## config.mk

```make
export PLATFORM = sky130hd
export DESIGN_NAME = pc_sequencer
export DESIGN_NICKNAME = d
export VERILOG_FILES = /design/src/rtl/pc_seq_pkg.sv /design/src/rtl/pc_sequencer_mem_timeout_ctr.sv /design/src/rtl/pc_sequencer.sv
export SDC_FILE = /design/constraint.sdc
export NUM_CORES = 1
export LEC_CHECK = 0
export CAP_MARGIN = 20
export CORE_ASPECT_RATIO = 1.25
export CORE_UTILIZATION = 30
export DETAILED_ROUTE_END_ITERATION = 8
export SYNTH_ARGS = -nofsm -noshare
export SYNTH_HDL_FRONTEND = slang
export SYNTH_HIERARCHICAL = 1
export SYNTH_SLANG_ARGS = --single-unit
```

## constraint.sdc

```tcl
create_clock -name SYS_clk -period 3.59 [get_ports SYS_clk]
set_input_delay 0.359 -clock SYS_clk [delete_from_list [all_inputs] [get_ports SYS_clk]]
set_output_delay 0.359 -clock SYS_clk [all_outputs]
set_load 0.02 [all_outputs]
```

## src/rtl/pc_seq_pkg.sv

```systemverilog
// Shared state codes and default parameter values for the PC sequencer.
package pc_seq_pkg;

  localparam int STATE_W = 3;

  typedef enum logic [STATE_W-1:0] {
    ST_FETCH  = 3'd0,
    ST_DECODE = 3'd1,
    ST_EXEC   = 3'd2,
    ST_MEM    = 3'd3,
    ST_WB     = 3'd4,
    ST_EXC    = 3'd5,
    ST_HOLD   = 3'd6
  } state_t;

  localparam int         DEF_PC_WIDTH    = 8;
  localparam int         DEF_ADDR_SHIFT  = 0;
  localparam logic [7:0] DEF_EXC_VECTOR  = 8'hF0;
  localparam int         DEF_MEM_TIMEOUT = 15;

endpackage

```

## src/rtl/pc_sequencer_mem_timeout_ctr.sv

```systemverilog
// Counts cycles spent waiting in MEM; expired flags the last allowed wait cycle.
module mem_timeout_ctr
  import pc_seq_pkg::*;
#(
  parameter int LIMIT = DEF_MEM_TIMEOUT
) (
  input  logic clk,
  input  logic clear,
  input  logic enable,
  output logic expired
);

  logic [7:0] count;

  always_ff @(posedge clk) begin
    if (clear) begin
      count <= '0;
    end else if (enable && !expired) begin
      count <= count + 8'd1;
    end
  end

  // count holds MEM cycles already elapsed, so the LIMIT-th cycle sees LIMIT-1
  assign expired = enable && (count == 8'(LIMIT - 1));

endmodule

```

## src/rtl/pc_sequencer.sv

```systemverilog
// Multi-cycle fetch/decode/exec sequencer with MEM timeout and exception capture.
// Optional single-step parking in HOLD is enabled by defining PC_SEQ_SINGLE_STEP_EN.
module pc_sequencer
  import pc_seq_pkg::*;
#(
  parameter int          PC_WIDTH    = DEF_PC_WIDTH,
  parameter int          ADDR_SHIFT  = DEF_ADDR_SHIFT,
  parameter logic [31:0] EXC_VECTOR  = 32'(DEF_EXC_VECTOR),
  parameter int          MEM_TIMEOUT = DEF_MEM_TIMEOUT
) (
  input  logic                SYS_clk,
  input  logic                SYS_rst,
  input  logic                SYS_load,
  input  logic [PC_WIDTH-1:0] SYS_pc_val,
  input  logic [31:0]         instr,
  input  logic                Branch,
  input  logic                Jump,
  input  logic                mem_access,
  input  logic                reg_write,
  input  logic                alu_zero,
  input  logic                exc_raise,
  input  logic                mem_ack,
  input  logic                step,
  output logic [PC_WIDTH-1:0] PC_current,
  output logic [31:0]         ir,
  output logic [2:0]          state,
  output logic                mem_req,
  output logic                reg_we,
  output logic [PC_WIDTH-1:0] EPC,
  output logic                EH_led,
  output logic [15:0]         retired
);

`ifdef PC_SEQ_SINGLE_STEP_EN
  localparam state_t RESUME_ST = ST_HOLD;
`else
  localparam state_t RESUME_ST = ST_FETCH;
`endif

  localparam logic [PC_WIDTH-1:0] EXC_PC = PC_WIDTH'(EXC_VECTOR);

  state_t              cur_state;
  logic                wb_write;
  logic                mem_expired;
  logic [31:0]         jump_off;
  logic [31:0]         branch_off;
  logic [PC_WIDTH-1:0] pc_inc;
  logic [PC_WIDTH-1:0] jump_target;
  logic [PC_WIDTH-1:0] branch_target;

  assign jump_off      = {{6{ir[25]}}, ir[25:0]} << ADDR_SHIFT;
  assign branch_off    = {{16{ir[15]}}, ir[15:0]} << ADDR_SHIFT;
  assign pc_inc        = PC_current + PC_WIDTH'(1);
  assign jump_target   = pc_inc + PC_WIDTH'(jump_off);
  assign branch_target = pc_inc + PC_WIDTH'(branch_off);
  assign state         = cur_state;

  mem_timeout_ctr #(
    .LIMIT(MEM_TIMEOUT)
  ) u_mem_timeout_ctr (
    .clk    (SYS_clk),
    .clear  (SYS_rst || SYS_load || (cur_state != ST_MEM)),
    .enable (cur_state == ST_MEM),
    .expired(mem_expired)
  );

  // reg_we and mem_req are registered: they are set on entry to WB/MEM and default low
  always_ff @(posedge SYS_clk) begin
    if (SYS_rst) begin
      cur_state  <= ST_FETCH;
      PC_current <= '0;
      ir         <= '0;
      EPC        <= '0;
      EH_led     <= 1'b0;
      retired    <= '0;
      mem_req    <= 1'b0;
      reg_we     <= 1'b0;
      wb_write   <= 1'b0;
    end else if (SYS_load) begin
      cur_state  <= ST_FETCH;
      PC_current <= SYS_pc_val;
      EH_led     <= 1'b0;
      mem_req    <= 1'b0;
      reg_we     <= 1'b0;
    end else begin
      reg_we  <= 1'b0;
      mem_req <= 1'b0;
      case (cur_state)
        ST_FETCH: begin
          ir        <= instr;
          cur_state <= ST_DECODE;
        end
        ST_DECODE: cur_state <= ST_EXEC;
        ST_EXEC: begin
          wb_write <= reg_write;
          if (exc_raise) begin
            cur_state <= ST_EXC;
          end else if (Jump) begin
            PC_current <= jump_target;
            retired    <= retired + 16'd1;
            cur_state  <= RESUME_ST;
          end else if (Branch) begin
            PC_current <= alu_zero ? branch_target : pc_inc;
            retired    <= retired + 16'd1;
            cur_state  <= RESUME_ST;
          end else if (mem_access) begin
            mem_req   <= 1'b1;
            cur_state <= ST_MEM;
          end else begin
            reg_we    <= reg_write;
            cur_state <= ST_WB;
          end
        end
        // an ack arriving on the last allowed cycle still completes the access
        ST_MEM: begin
          if (mem_ack) begin
            reg_we    <= wb_write;
            cur_state <= ST_WB;
          end else if (mem_expired) begin
            cur_state <= ST_EXC;
          end else begin
            mem_req <= 1'b1;
          end
        end
        ST_WB: begin
          PC_current <= pc_inc;
          retired    <= retired + 16'd1;
          cur_state  <= RESUME_ST;
        end
        ST_EXC: begin
          EPC        <= PC_current;
          PC_current <= EXC_PC;
          EH_led     <= 1'b1;
          cur_state  <= RESUME_ST;
        end
        ST_HOLD: begin
          if (step) cur_state <= ST_FETCH;
        end
        default: cur_state <= ST_FETCH;
      endcase
    end
  end

endmodule

```

==> impl_metrics.toml <==
[clock_network]
cts-root-buf = "clkbuf_16"
clk_path_buf_depth = 2
cts_buffers = 9
htree_num_levels = 3
cts_setup_buffers = 0
cts_tree = "built"
postCtsResizedCells = 0
worstSkewPairLatency_ns = 0.34
ctsHoldBuffers = 0
cts.sinks = 79
clk_transition_reported_paths_ns = 0.06

[synthesis]
synth_warnings = 6
syn-instance-count = 490
syn_nets = 554
synth.ff_latch_count = 79
synth.cell_area_um2 = 3940
synth_edf_count = 0
ys_dominant_reg_cell = "dfxtp_1"
seq_area_frac_synth_pct = 40.14
synthDistinctLibCells = 61
avgSynthCellArea_um2 = 8.041
synth-async-reset-ratio_pct = 0

[timing]
fin_tns_setup_ns = 0
clock.fmax_mhz = 396.5
worst_slew_pin_slew_ns = 0.8635
drv_slew = 0
period_share_pct = 70.25
slew_headroom_pct = 41.99
fin_skew_ns = 0.01083
fin_crit_ns = 2.522
finalHoldViolCount = 0
setup_violations = 0
rsz0062_at_grt = "no"

[layout]
drive_above_1_share_pct = 6.601
nets = 665
antenna_cells = 0
mostFrequentLayoutCell = "clkdlybuf4s50_1"
fin_cells = 774
final_cell_mix = "119 x clkdlybuf4s50_1, 102 x nand2_1, 79 x dfxtp_1"
fillers = 1334
syn_to_final_growth_pct = 41.16
final_util_pct = 43.53

[place]
place_inst = 758
port_buffers = 120
dp_hpwl_mm = 8.464
place_congestion = 0.7937

[route]
drt-wirelength-per-cell_um = 15.01
first_pass_iters = 4
drtIter0Drc = 167
drc = 0
final_antenna_net_count = 0
via_count = 3926
viasPerCell = 5.072
routed_wl_mm = 11.62

[floorplanning]
start_util_pct = 30.84
die-area_um2 = 13600
fp.dieH_um = 130.1
ios = 121
design.core.area_um2 = 12780
rows = 46
die_w_um = 104.5

[worst_setup_path]
crit_fanout = 9
crit_required_ns = 3.83
start_kind = "register"
crit_path_end_kind = "register"
critPathArrivalTime_ns = 2.76
worst-r2r-setup-slack_ns = 1.07
reg2reg_depth = 9
worst-setup-path-type = "register to register"

[min_path]
whs_path_depth = 4
hold_path_class = "input port to register"

[run]
cap_violations = 0

[pwr]
powerDensity_nw_per_um2 = 386.6
peakVddDrop_uv = 203.9
leakagePower_nw = 1.986
total_power_mw = 2.150

[grt]
grt_first_pass_wirelength_mm = 18.69
antenna_found_initial = 0
first_global_vias = 3771
grt_max_degree = 67
grt-ovfl-total = 0
track_usage_pct = 17.43

[run_status]
outcome = "complete, no violations"
[sequential cells by signal, summed over array words and instances, names as in the netlist]
name / count
ir: 32
retired: 16
EPC: 8
PC_current: 8
u_mem_timeout_ctr/count: 8
state: 3
EH_led: 1
mem_req: 1
reg_we: 1
wb_write: 1
[final cells by class]
class                   instances  area, µm²  share of cell area, %
inverters                      11      41.29                 0.7424
clock buffers                   9      225.2                  4.049
flip-flops and latches         79       1582                  28.44
multi-input cells             376       2213                  39.80
clock inverters                 7      63.81                  1.147
repair buffers                124       1226                  22.05
well taps                     168      210.2                  3.780
[worst paths after layout]
check	from	to
min reg2reg	ir[27]$_SDFFE_PP0P_	ir[27]$_SDFFE_PP0P_
min	SYS_rst	reg_we$_SDFF_PP0_
max reg2reg	PC_current[0]$_SDFFE_PP0P_	PC_current[7]$_SDFFE_PP0P_
max	PC_current[0]$_SDFFE_PP0P_	PC_current[7]$_SDFFE_PP0P_
[metrics by stage]
step / worst slack [ns] / cell area (µm²) / hold slack (ns)
floorplan: 1.207 / 3940 / 0.4369
finish: 1.068 / 5562 / 0.3474
global placement: 1.146 / 5273 / 0.4420
CTS: 1.042 / 5562 / 0.3354
detailed placement: 1.069 / 5273 / 0.4481
global route: 0.8849 / 5562 / 0.3711
[layer usage]
metal  part of all wire (%)  up-vias  track usage [%]
met5                      0        -                0
met4                    1.9        0            7.311
li1                       -     1957                -
met2                     50      100            31.48
met1                     43     1852            19.41
met3                    5.5       17            4.645
[cells by family after synthesis]
| group | count (synthesis) | share of synthesized area, % |
|---|---|---|
| and+or+nand+nor | 217 | 27.06 |
| AOI/OAI and AO/OA | 125 | 19.53 |
| DFF | 79 | 40.14 |
| buffers and inverters | 35 | 3.906 |
| xor gates and xnor gates | 13 | 2.890 |
| adders and majority gates | 13 | 4.319 |
| muxes | 8 | 2.159 |
[critical path, stage by stage, from the launching register on]
cell and delay [ns]:
dfxtp_1 0.49, ha_1 0.26, and3_1 0.19, xor2_1 0.19, ha_1 0.29, a21oi_1 0.27
a21boi_0 0.14, a211oi_1 0.31, mux2i_1 0.23, nor2_1 0.06
[cells in the mapped netlist, types with 2 or more instances]
cell | instances | area share (%)
and2_1 | 4 | 0.64
dfxtp_1 | 79 | 40
or2_2 | 2 | 0.32
nand2b_1 | 3 | 0.48
or3_1 | 12 | 1.9
o21a_1 | 2 | 0.38
o31ai_1 | 2 | 0.38
nor3_1 | 6 | 0.76
inv_1 | 11 | 1.0
buf_2 | 6 | 0.76
nor2_1 | 29 | 2.8
nor2b_1 | 5 | 0.79
mux2i_1 | 4 | 1.0
xor2_1 | 8 | 1.8
nand3_1 | 14 | 1.8
nand3b_1 | 3 | 0.57
mux2_2 | 4 | 1.1
a221oi_1 | 4 | 0.89
nand4_1 | 11 | 1.7
xnor2_1 | 5 | 1.1
o21ai_0 | 19 | 2.4
or4_1 | 2 | 0.38
a31oi_1 | 2 | 0.32
buf_4 | 2 | 0.38
a21o_1 | 4 | 0.76
o32ai_1 | 4 | 0.89
o211ai_1 | 4 | 0.76
a21oi_1 | 65 | 8.3
ha_1 | 12 | 3.8
nand2_1 | 102 | 9.7
nor4_1 | 5 | 0.79
a211oi_1 | 8 | 1.5
nor3b_1 | 2 | 0.38
and3_1 | 5 | 0.79
clkbuf_1 | 14 | 1.3
[power by group]
part / internal [mW] / leakage (nW) / switching, mW
Clock: 0.533 / 0.149 / 0.370
Combinational: 0.150 / 1.19 / 0.158
Sequential: 0.906 / 0.644 / 0.0334
(Power assumes the default switching activity.)
